===== src/rtl/bit32_1to3demux_reg_pkg.sv =====
// Shared definitions for the registered 1-to-3 demux: select encodings,
// default widths and the select-to-target decode.
package bit32_1to3demux_reg_pkg;

  localparam int unsigned DEF_WIDTH = 32;
  localparam int unsigned DEF_CNT_W = 16;
  localparam int unsigned NUM_SLOTS = 3;

  // {sel1, sel2} encodings
  typedef enum logic [1:0] {
    SEL_OUT1  = 2'b00,
    SEL_OUT2  = 2'b01,
    SEL_OUT3  = 2'b10,
    SEL_BCAST = 2'b11
  } sel_e;

  // One-hot (or all-ones for broadcast) target mask; bit 0 = slot 1
  function automatic logic [NUM_SLOTS-1:0] sel_targets(input sel_e sel);
    logic [NUM_SLOTS-1:0] tgt;
    tgt = '0;
    case (sel)
      SEL_OUT1:  tgt = 3'b001;
      SEL_OUT2:  tgt = 3'b010;
      SEL_OUT3:  tgt = 3'b100;
      default:   tgt = 3'b111;
    endcase
    return tgt;
  endfunction

endpackage


===== src/rtl/bit32_1to3demux_reg_if.sv =====
// Producer/consumer bundle for the 1-to-3 demux.
//   in_data/in_valid/in_ready : producer handshake
//   sel1/sel2                 : target select ({sel1,sel2})
//   outN/outN_valid/outN_ready: per-slot consumer handshake
//   accept_count              : accepted-word counter
// slave = the demux, master = the surrounding producer/consumers.
interface bit32_1to3demux_reg_if
  import bit32_1to3demux_reg_pkg::*;
#(
  parameter int unsigned WIDTH = DEF_WIDTH,
  parameter int unsigned CNT_W = DEF_CNT_W
);
  logic [WIDTH-1:0] in_data;
  logic             in_valid;
  logic             in_ready;
  logic             sel1;
  logic             sel2;
  logic [WIDTH-1:0] out1;
  logic [WIDTH-1:0] out2;
  logic [WIDTH-1:0] out3;
  logic             out1_valid;
  logic             out2_valid;
  logic             out3_valid;
  logic             out1_ready;
  logic             out2_ready;
  logic             out3_ready;
  logic [CNT_W-1:0] accept_count;

  modport slave (
    input  in_data, in_valid, sel1, sel2, out1_ready, out2_ready, out3_ready,
    output in_ready, out1, out2, out3, out1_valid, out2_valid, out3_valid,
           accept_count
  );

  modport master (
    output in_data, in_valid, sel1, sel2, out1_ready, out2_ready, out3_ready,
    input  in_ready, out1, out2, out3, out1_valid, out2_valid, out3_valid,
           accept_count
  );
endinterface


===== src/rtl/bit32_1to3demux_reg_demux_slot.sv =====
// One-entry output slot: a data register plus valid flag.
//   clk, reset     : clock, async active-low reset
//   load/load_data : write a new word (only asserted while free)
//   ready          : consumer takes the held word this cycle
//   data/valid     : held word and its valid flag (registered)
//   free           : slot can accept a word this cycle (combinational)
module demux_slot
  import bit32_1to3demux_reg_pkg::*;
#(
  parameter int unsigned WIDTH = DEF_WIDTH
) (
  input  logic             clk,
  input  logic             reset,
  input  logic             load,
  input  logic [WIDTH-1:0] load_data,
  input  logic             ready,
  output logic [WIDTH-1:0] data,
  output logic             valid,
  output logic             free
);

  // A drain in the same cycle frees the slot for a back-to-back load
  assign free = ~valid | ready;

  // Load wins over drain; data is kept after a drain so it is never X
  always_ff @(posedge clk or negedge reset) begin
    if (!reset) begin
      data  <= '0;
      valid <= 1'b0;
    end else if (load) begin
      data  <= load_data;
      valid <= 1'b1;
    end else if (ready) begin
      valid <= 1'b0;
    end
  end

endmodule


===== src/rtl/bit32_1to3demux_reg.sv =====
// Registered 32-bit 1-to-3 demultiplexer with per-slot valid/ready.
//   clk   : rising-edge clock
//   reset : async active-low reset
//   bus   : producer handshake, select, three slot handshakes, accept counter
module bit32_1to3demux_reg
  import bit32_1to3demux_reg_pkg::*;
#(
  parameter int unsigned WIDTH = DEF_WIDTH,
  parameter int unsigned CNT_W = DEF_CNT_W
) (
  input  logic                   clk,
  input  logic                   reset,
  bit32_1to3demux_reg_if.slave   bus
);

  sel_e                 sel;
  logic [NUM_SLOTS-1:0] tgt;
  logic [NUM_SLOTS-1:0] free;
  logic [NUM_SLOTS-1:0] load;
  logic                 accept;
  logic [CNT_W-1:0]     count;

  // Target re-decoded every cycle; nothing is latched
  assign sel = sel_e'({bus.sel1, bus.sel2});
  assign tgt = sel_targets(sel);

  // Ready only when every targeted slot is free
  assign bus.in_ready = &(free | ~tgt);
  assign accept       = bus.in_valid & bus.in_ready;
  assign load         = tgt & {NUM_SLOTS{accept}};

  demux_slot #(.WIDTH(WIDTH)) u_slot1 (
    .clk(clk), .reset(reset), .load(load[0]), .load_data(bus.in_data),
    .ready(bus.out1_ready), .data(bus.out1), .valid(bus.out1_valid),
    .free(free[0])
  );

  demux_slot #(.WIDTH(WIDTH)) u_slot2 (
    .clk(clk), .reset(reset), .load(load[1]), .load_data(bus.in_data),
    .ready(bus.out2_ready), .data(bus.out2), .valid(bus.out2_valid),
    .free(free[1])
  );

  demux_slot #(.WIDTH(WIDTH)) u_slot3 (
    .clk(clk), .reset(reset), .load(load[2]), .load_data(bus.in_data),
    .ready(bus.out3_ready), .data(bus.out3), .valid(bus.out3_valid),
    .free(free[2])
  );

  // Accepted-word counter; a broadcast counts once, wraps naturally
  always_ff @(posedge clk or negedge reset) begin
    if (!reset) begin
      count <= '0;
    end else if (accept) begin
      count <= count + CNT_W'(1);
    end
  end

  assign bus.accept_count = count;

endmodule


===== src/flat_wrapper.sv =====
// flat-port wrapper written by rule: the top's interface ports become plain ports
module bit32_1to3demux_reg_flat import bit32_1to3demux_reg_pkg::*;
#(
  parameter int unsigned WIDTH = DEF_WIDTH,
  parameter int unsigned CNT_W = DEF_CNT_W
)
  (clk, reset, bus_in_data, bus_in_valid, bus_sel1, bus_sel2, bus_out1_ready, bus_out2_ready, bus_out3_ready, bus_in_ready, bus_out1, bus_out2, bus_out3, bus_out1_valid, bus_out2_valid, bus_out3_valid, bus_accept_count);
  bit32_1to3demux_reg_if #(.WIDTH(WIDTH), .CNT_W(CNT_W)) bus_i ();
  input  logic clk;
  input  logic reset;
  input wire logic [$bits(bus_i.in_data)-1:0] bus_in_data;
  input wire logic [$bits(bus_i.in_valid)-1:0] bus_in_valid;
  input wire logic [$bits(bus_i.sel1)-1:0] bus_sel1;
  input wire logic [$bits(bus_i.sel2)-1:0] bus_sel2;
  input wire logic [$bits(bus_i.out1_ready)-1:0] bus_out1_ready;
  input wire logic [$bits(bus_i.out2_ready)-1:0] bus_out2_ready;
  input wire logic [$bits(bus_i.out3_ready)-1:0] bus_out3_ready;
  output wire logic [$bits(bus_i.in_ready)-1:0] bus_in_ready;
  output wire logic [$bits(bus_i.out1)-1:0] bus_out1;
  output wire logic [$bits(bus_i.out2)-1:0] bus_out2;
  output wire logic [$bits(bus_i.out3)-1:0] bus_out3;
  output wire logic [$bits(bus_i.out1_valid)-1:0] bus_out1_valid;
  output wire logic [$bits(bus_i.out2_valid)-1:0] bus_out2_valid;
  output wire logic [$bits(bus_i.out3_valid)-1:0] bus_out3_valid;
  output wire logic [$bits(bus_i.accept_count)-1:0] bus_accept_count;
  assign bus_i.in_data = bus_in_data;
  assign bus_i.in_valid = bus_in_valid;
  assign bus_i.sel1 = bus_sel1;
  assign bus_i.sel2 = bus_sel2;
  assign bus_i.out1_ready = bus_out1_ready;
  assign bus_i.out2_ready = bus_out2_ready;
  assign bus_i.out3_ready = bus_out3_ready;
  assign bus_in_ready = bus_i.in_ready;
  assign bus_out1 = bus_i.out1;
  assign bus_out2 = bus_i.out2;
  assign bus_out3 = bus_i.out3;
  assign bus_out1_valid = bus_i.out1_valid;
  assign bus_out2_valid = bus_i.out2_valid;
  assign bus_out3_valid = bus_i.out3_valid;
  assign bus_accept_count = bus_i.accept_count;
  bit32_1to3demux_reg #(.WIDTH(WIDTH), .CNT_W(CNT_W)) u_core (.clk(clk), .reset(reset), .bus(bus_i));
endmodule

===== config.mk =====
export PLATFORM = sky130hd
export DESIGN_NAME = bit32_1to3demux_reg_flat
export DESIGN_NICKNAME = d
export VERILOG_FILES = /design/src/rtl/bit32_1to3demux_reg_pkg.sv /design/src/rtl/bit32_1to3demux_reg_if.sv /design/src/rtl/bit32_1to3demux_reg_demux_slot.sv /design/src/rtl/bit32_1to3demux_reg.sv /design/src/flat_wrapper.sv
export SDC_FILE = /design/constraint.sdc
export NUM_CORES = 1
export LEC_CHECK = 0
export BUFFER_PORTS_ARGS = -buffer_cell sky130_fd_sc_hd__buf_4
export CAP_MARGIN = 15
export CORE_ASPECT_RATIO = 0.6
export CORE_MARGIN = 1.5
export CORE_UTILIZATION = 50
export CTS_BUF_LIST = sky130_fd_sc_hd__clkbuf_4 sky130_fd_sc_hd__clkbuf_8
export DETAILED_ROUTE_END_ITERATION = 6
export PLACE_DENSITY = 0.9
export SYNTH_ARGS = -nofsm -noshare
export SYNTH_HDL_FRONTEND = slang
export SYNTH_SLANG_ARGS = --single-unit

===== constraint.sdc =====
create_clock -name clk -period 3.5 [get_ports clk]
set_clock_uncertainty 0.2 [all_clocks]
set_input_delay 1.05 -clock clk [delete_from_list [all_inputs] [get_ports clk]]
set_output_delay 1.05 -clock clk [all_outputs]
set_load 0.05 [all_outputs]

# After elaboration in Yosys (flattened, before gate mapping)
# Cells that the tools add are included.
# totals
register_bits	115
input_bits	40
out_inout_bits	116
wordCells	32
# op_classes
n_addsub	1
eq_ne	2
muxes	7
n_bitwise	10
n_reduce_logical	5
# op_table
op	n
adder 16 x 1 -> 16 bit (second input constant)	1
case mux 3 bit (3 select lines)	1
two-way mux 1 bit	6
nonzero test 2 bit	3
AND 3 bit	1
inverter 1 bit	3
inverter 3 bit	1
bitwise OR 1 bit	3
bitwise OR 3 bit	1
AND reduction 3 bit	1
equality test 2 x 1 -> 1 bit (second input constant)	1
equality test 2 bit (second input constant)	1
zero test 2 bit	1
AND 1 bit	1

# Longest topological paths before layout
# depth
word_depth	8
depth_mapped	8
depth_no_buf	6

# Hierarchy
# From an unflattened synthesis, not the netlist that was laid out.
# hier_totals
cells_unflattened	297
area_unflattened_um2	5053.6
# by_module_without_submodules
mod	instances	cells_per_inst	area_per_inst_um2	seq_area_each_um2
demux_slot	3	71	1378.8	825.8
bit32_1to3demux_reg	1	84	917.1	400.4

# Worst setup path after synthesis
# OpenSTA, ideal clock, no wires.
# synth_timing
kind	input -> output
start	input port bus_sel2
end	output port bus_in_ready
arrival_time_ns	2.457
required_ns	2.250
path_slack_ns	-0.207
cell_stages	5
n_path_buf	1
path_cell_list	ha_1 nor2_4 o22ai_4 clkbuf_1 nor2_1
# synth_between
elab_chain_len	5
elab_cells_between_ends	7
cone_classes	eq/ne: 2; mux: 1; bitwise: 2; reduce/logical: 2
# synth_lines
item	line_no	source
from (decl)	flat_wrapper.sv:14	input wire logic [$bits(bus_i.sel2)-1:0] bus_sel2;
equality test 2 bit, or another cell as far along	bit32_1to3demux_reg_pkg.sv:21	case (sel)
case mux 3 bit (3 select lines) *	bit32_1to3demux_reg_pkg.sv:21	
inverter 3 bit *	bit32_1to3demux_reg.sv:28	assign bus.in_ready = &(free | ~tgt);
bitwise OR 3 bit *	bit32_1to3demux_reg.sv:28	
AND reduction 3 bit *	bit32_1to3demux_reg.sv:28	
to (decl)	flat_wrapper.sv:18	output wire logic [$bits(bus_i.in_ready)-1:0] bus_in_ready;
# Every way passes the cells marked *; elsewhere a longest branch is shown, timed or not.

# Final worst setup path
# Ends and elaborated chain as after synthesis.

==> reports/qor_table.md <==
| Parameter | Value | Unit |
| --- | --- | --- |
| Maximum clock frequency | 301 | MHz |
| Total number of placement rows | 27 | - |
| Power dissipated by switching net loads | 2.48 | mW |
| Final Cycle Share | 0.948 | - |
| Cell type with the highest occurrence count on the critical path | buf_4 | - |
| Mean number of vias per cell | 5.14 | - |
| YS warnings | 0 | - |
| Clock Latency Late Sink | 0.42 | ns |
| Clock tree from TritonCTS | built | - |
| Internal power | 3.41 | mW |
| Highest net fanout along the worst path | 3 | - |
| CP cell instances | buf_4 -> ha_1 -> nor2_4 -> o22ai_4 -> nor2_2 -> buf_4 | - |
| Starting density of the core | 0.515 | - |
| Slowest stage delay, CP | 0.25 | ns |
| Reg-to-reg endpoint | u_core.u_slot3.data[7] | - |
| CTS Buf Count | 17 | - |
| CP startpoint kind | primary input | - |
| Data arrival time at the worst-slack endpoint | 2.07 | ns |
| Flop pwr share | 0.330 | - |
| Number of max-slew violations in the final report | 0 | - |
| Count of distinct cell types in the synthesized netlist | 29 | - |
| Number of nets in the layout | 516 | - |
| Endpoint of the worst hold path | u_core.bus.accept_count[15] | - |
| Fraction of layout instances using a drive strength above 1 | 0.616 | - |
| Clock group share of total power | 0.242 | - |
| Port-buffer cells | 155 | - |
| Register-to-register setup slack | 1.44 | ns |
| Total nets after synthesis | 343 | - |
| Count of clock tree sinks | 115 | - |
| Per-instance average area after synthesis | 15.8 | µm² |
| Num ports | 156 | - |
| Mapped cell area | 4730 | µm² |
| Die ar. | 10100 | µm² |
| First-pass GRT wire length | 17500 | µm |
| Routed WL per cell | 17.8 | µm |
| Hold Vio Cnt, Final | 0 | - |
| CTS HTree Levels | 4 | - |
| DRC violation total after the first TritonRoute iteration | 99 | - |
| Largest net degree at the start of global routing | 69 | - |
| Total Neg Setup Slack | 0 | ns |
| Cell type of the slowest stage on the worst timing path | ha_1 | - |
| Total global routing overflow | 0 | - |
| Area Overhead vs Synth | 37.5 | % |
| Post-CTS Setup Inserts | 0 | - |
| Largest voltage drop on the vdd net | 616 | µV |
| Max-cap violations | 0 | - |
| Pin slew with the least headroom to its limit | 0.446 | ns |
| Hold Path Class | reg2reg | - |
| Die Span X | 129 | µm |
| Final wirelength | 10900 | µm |
| Antenna violations before repair | 0 | - |
| Total DRC errors in the routed layout | 0 | - |
| Result of the run | completed | - |
| Synth Instances | 299 | - |
| Clk root buf | clkbuf_8 | - |
| Setup repair after global routing missed its margin | false | - |
| Static leakage power | 3.15 | nW |
| Source of the worst register-to-register timing path | u_core.u_slot1.valid | - |
| Normalized max-slew margin | 0.703 | - |
| DR vias | 3164 | - |
| Vertical die dimension | 78.3 | µm |
| Share of synthesized area occupied by flip-flops and latches | 0.608 | - |
| Worst-path clk slew | 0.07 | ns |
| Post_cts resized | 0 | - |
| Setup-failing EPs final | 0 | - |
| Final core occ | 0.708 | - |
| Vias in the first global route | 3368 | - |
| Floorplan Core Area | 9190 | µm² |
| FF-to-FF path depth | 5 | - |
| Global router's overall resource usage | 0.232 | - |
| Diodes inserted | 0 | - |
| Element type at the critical path end | primary output | - |
| CTS hold repair buffers | 0 | - |
| Final antenna-violating net count | 0 | - |
| Drt first pass iters | 4 | - |
| Number of instances on the worst hold path | 1 | - |
| Critical path type | in2out | - |
| Combinational cell fraction of total power | 0.428 | - |
| Largest buffer count on any clock path | 2 | - |
| Final Wtd Congestion | 0.829 | - |
| Switching share of power | 0.421 | - |
| Number of synthesized register bits | 115 | - |
| Power per standard cell area | 907 | nW/µm² |
| Dpl cell area | 6040 | µm² |
| Detail Placement HPWL | 7840 | µm |
| Worst endpoint required time | 2.25 | ns |
| Shortest period the worst path allows | 3.32 | ns |
| Worst Hold Launch | u_core.bus.accept_count[15] | - |
| Final Instance Area | 6500 | µm² |
flip-flops by register name, summed over array words and instances, names as in the netlist:
name	count
u_core.u_slot1.data	32
u_core.u_slot2.data	32
u_core.u_slot3.data	32
u_core.bus.accept_count	16
u_core.u_slot1.valid	1
u_core.u_slot2.valid	1
u_core.u_slot3.valid	1
worst max-delay path, delay by kind of cell:
kind / cells / cell delay [ns]
AND/OR/NAND/NOR: 2 / 0.32
AO/OA/AOI/OAI: 1 / 0.10
adder cells (fa/ha/maj): 1 / 0.25
buffers and inverters: 2 / 0.34
cell usage in the layout, fill, tap and decap left out, types with 6 or more instances in the layout:
cell        n
nor3_1      6
nand2_1     9
xor2_1     14
buf_4     164
clkbuf_8   18
dfrtp_1   115
mux2_4     29
mux2_2     63
nor4_1      6
cell families after synthesis:
| kind of cell | after synthesis | share of synthesized area |
|---|---|---|
| AOI/OAI and AO/OA | 1 | 0.00423 |
| adders and majority gates | 4 | 0.0106 |
| DFF | 115 | 0.608 |
| buffers and inverters | 16 | 0.0272 |
| xor gates and xnor gates | 15 | 0.0278 |
| and+or+nand+nor | 51 | 0.0677 |
| muxes | 97 | 0.254 |
routing by layer:
layer / vias up / share of wire / global-route usage
met5: - / 0 / 0
li1: 1401 / - / -
met2: 158 / 0.47 / 0.365
met4: 0 / 0.013 / 0.0876
met3: 16 / 0.098 / 0.0845
met1: 1589 / 0.42 / 0.296
cell type report:
type                            count  area, µm²
Inverter                            5       18.8
Clock buffer                       20        263
Fill cell                         628       2690
Timing Repair Buffer              165       1250
Clock inverter                     12        204
Tap cell                          130        163
Sequential cell                   115       2880
Multi-Input combinational cell    168       1730
worst max path at each step:
stage | from | end
3_5_place_dp | bus_sel2 | bus_in_ready
3_3_place_gp | bus_sel2 | bus_in_ready
6_report | bus_sel2 | bus_in_ready
5_1_grt | bus_sel2 | bus_in_ready
2_1_floorplan | bus_sel2 | bus_in_ready
4_1_cts | bus_sel2 | bus_in_ready
cells in the mapped netlist:
cell,number,area [µm²]
mux2_1,5,56.3
dfrtp_1,115,2880
nand3b_1,1,7.51
clkbuf_1,1,3.75
mux2_4,29,435
nor2_4,2,22.5
xnor2_1,1,8.76
nand4_1,2,12.5
nor2_2,1,6.26
nand2b_1,3,18.8
and3_1,2,12.5
nor3_1,6,30.0
nor2b_1,2,12.5
buf_6,9,101
nor2_1,5,18.8
nor4_4,2,42.5
nor4b_1,1,8.76
ha_1,4,50.1
inv_1,5,18.8
nor4_1,6,37.5
or2_2,2,12.5
nand2_1,9,33.8
xor2_1,14,123
buf_2,1,5.00
o22ai_4,1,20.0
nand3_1,4,20.0
mux2_2,63,709
or2_1,1,6.26
and4_1,2,17.5
power by group through the flow:
stage / clock network (mW) / registers, mW / logic [mW]
after floorplan: 0 / 3.16 / 0.494
after global placement: 0 / 1.93 / 2.50
after detailed placement: 0 / 1.95 / 2.54
after CTS: 1.46 / 1.94 / 2.54
after global routing: 1.53 / 1.98 / 2.62
final: 1.43 / 1.95 / 2.52
stage by stage:
stage / std cells / setup WS (ns) / power [mW] / hold WS, ns
6_report: 615 / 0.181 / 5.90 / 0.268
4_1_cts: 615 / 0.188 / 5.94 / 0.249
5_1_grt: 615 / 0.138 / 6.13 / 0.251
3_3_place_gp: 583 / 0.203 / 4.43 / 0.262
2_1_floorplan: 299 / 0.0142 / 3.66 / 0.554
3_5_place_dp: 583 / 0.192 / 4.49 / 0.264
(Power assumes the default switching activity.)
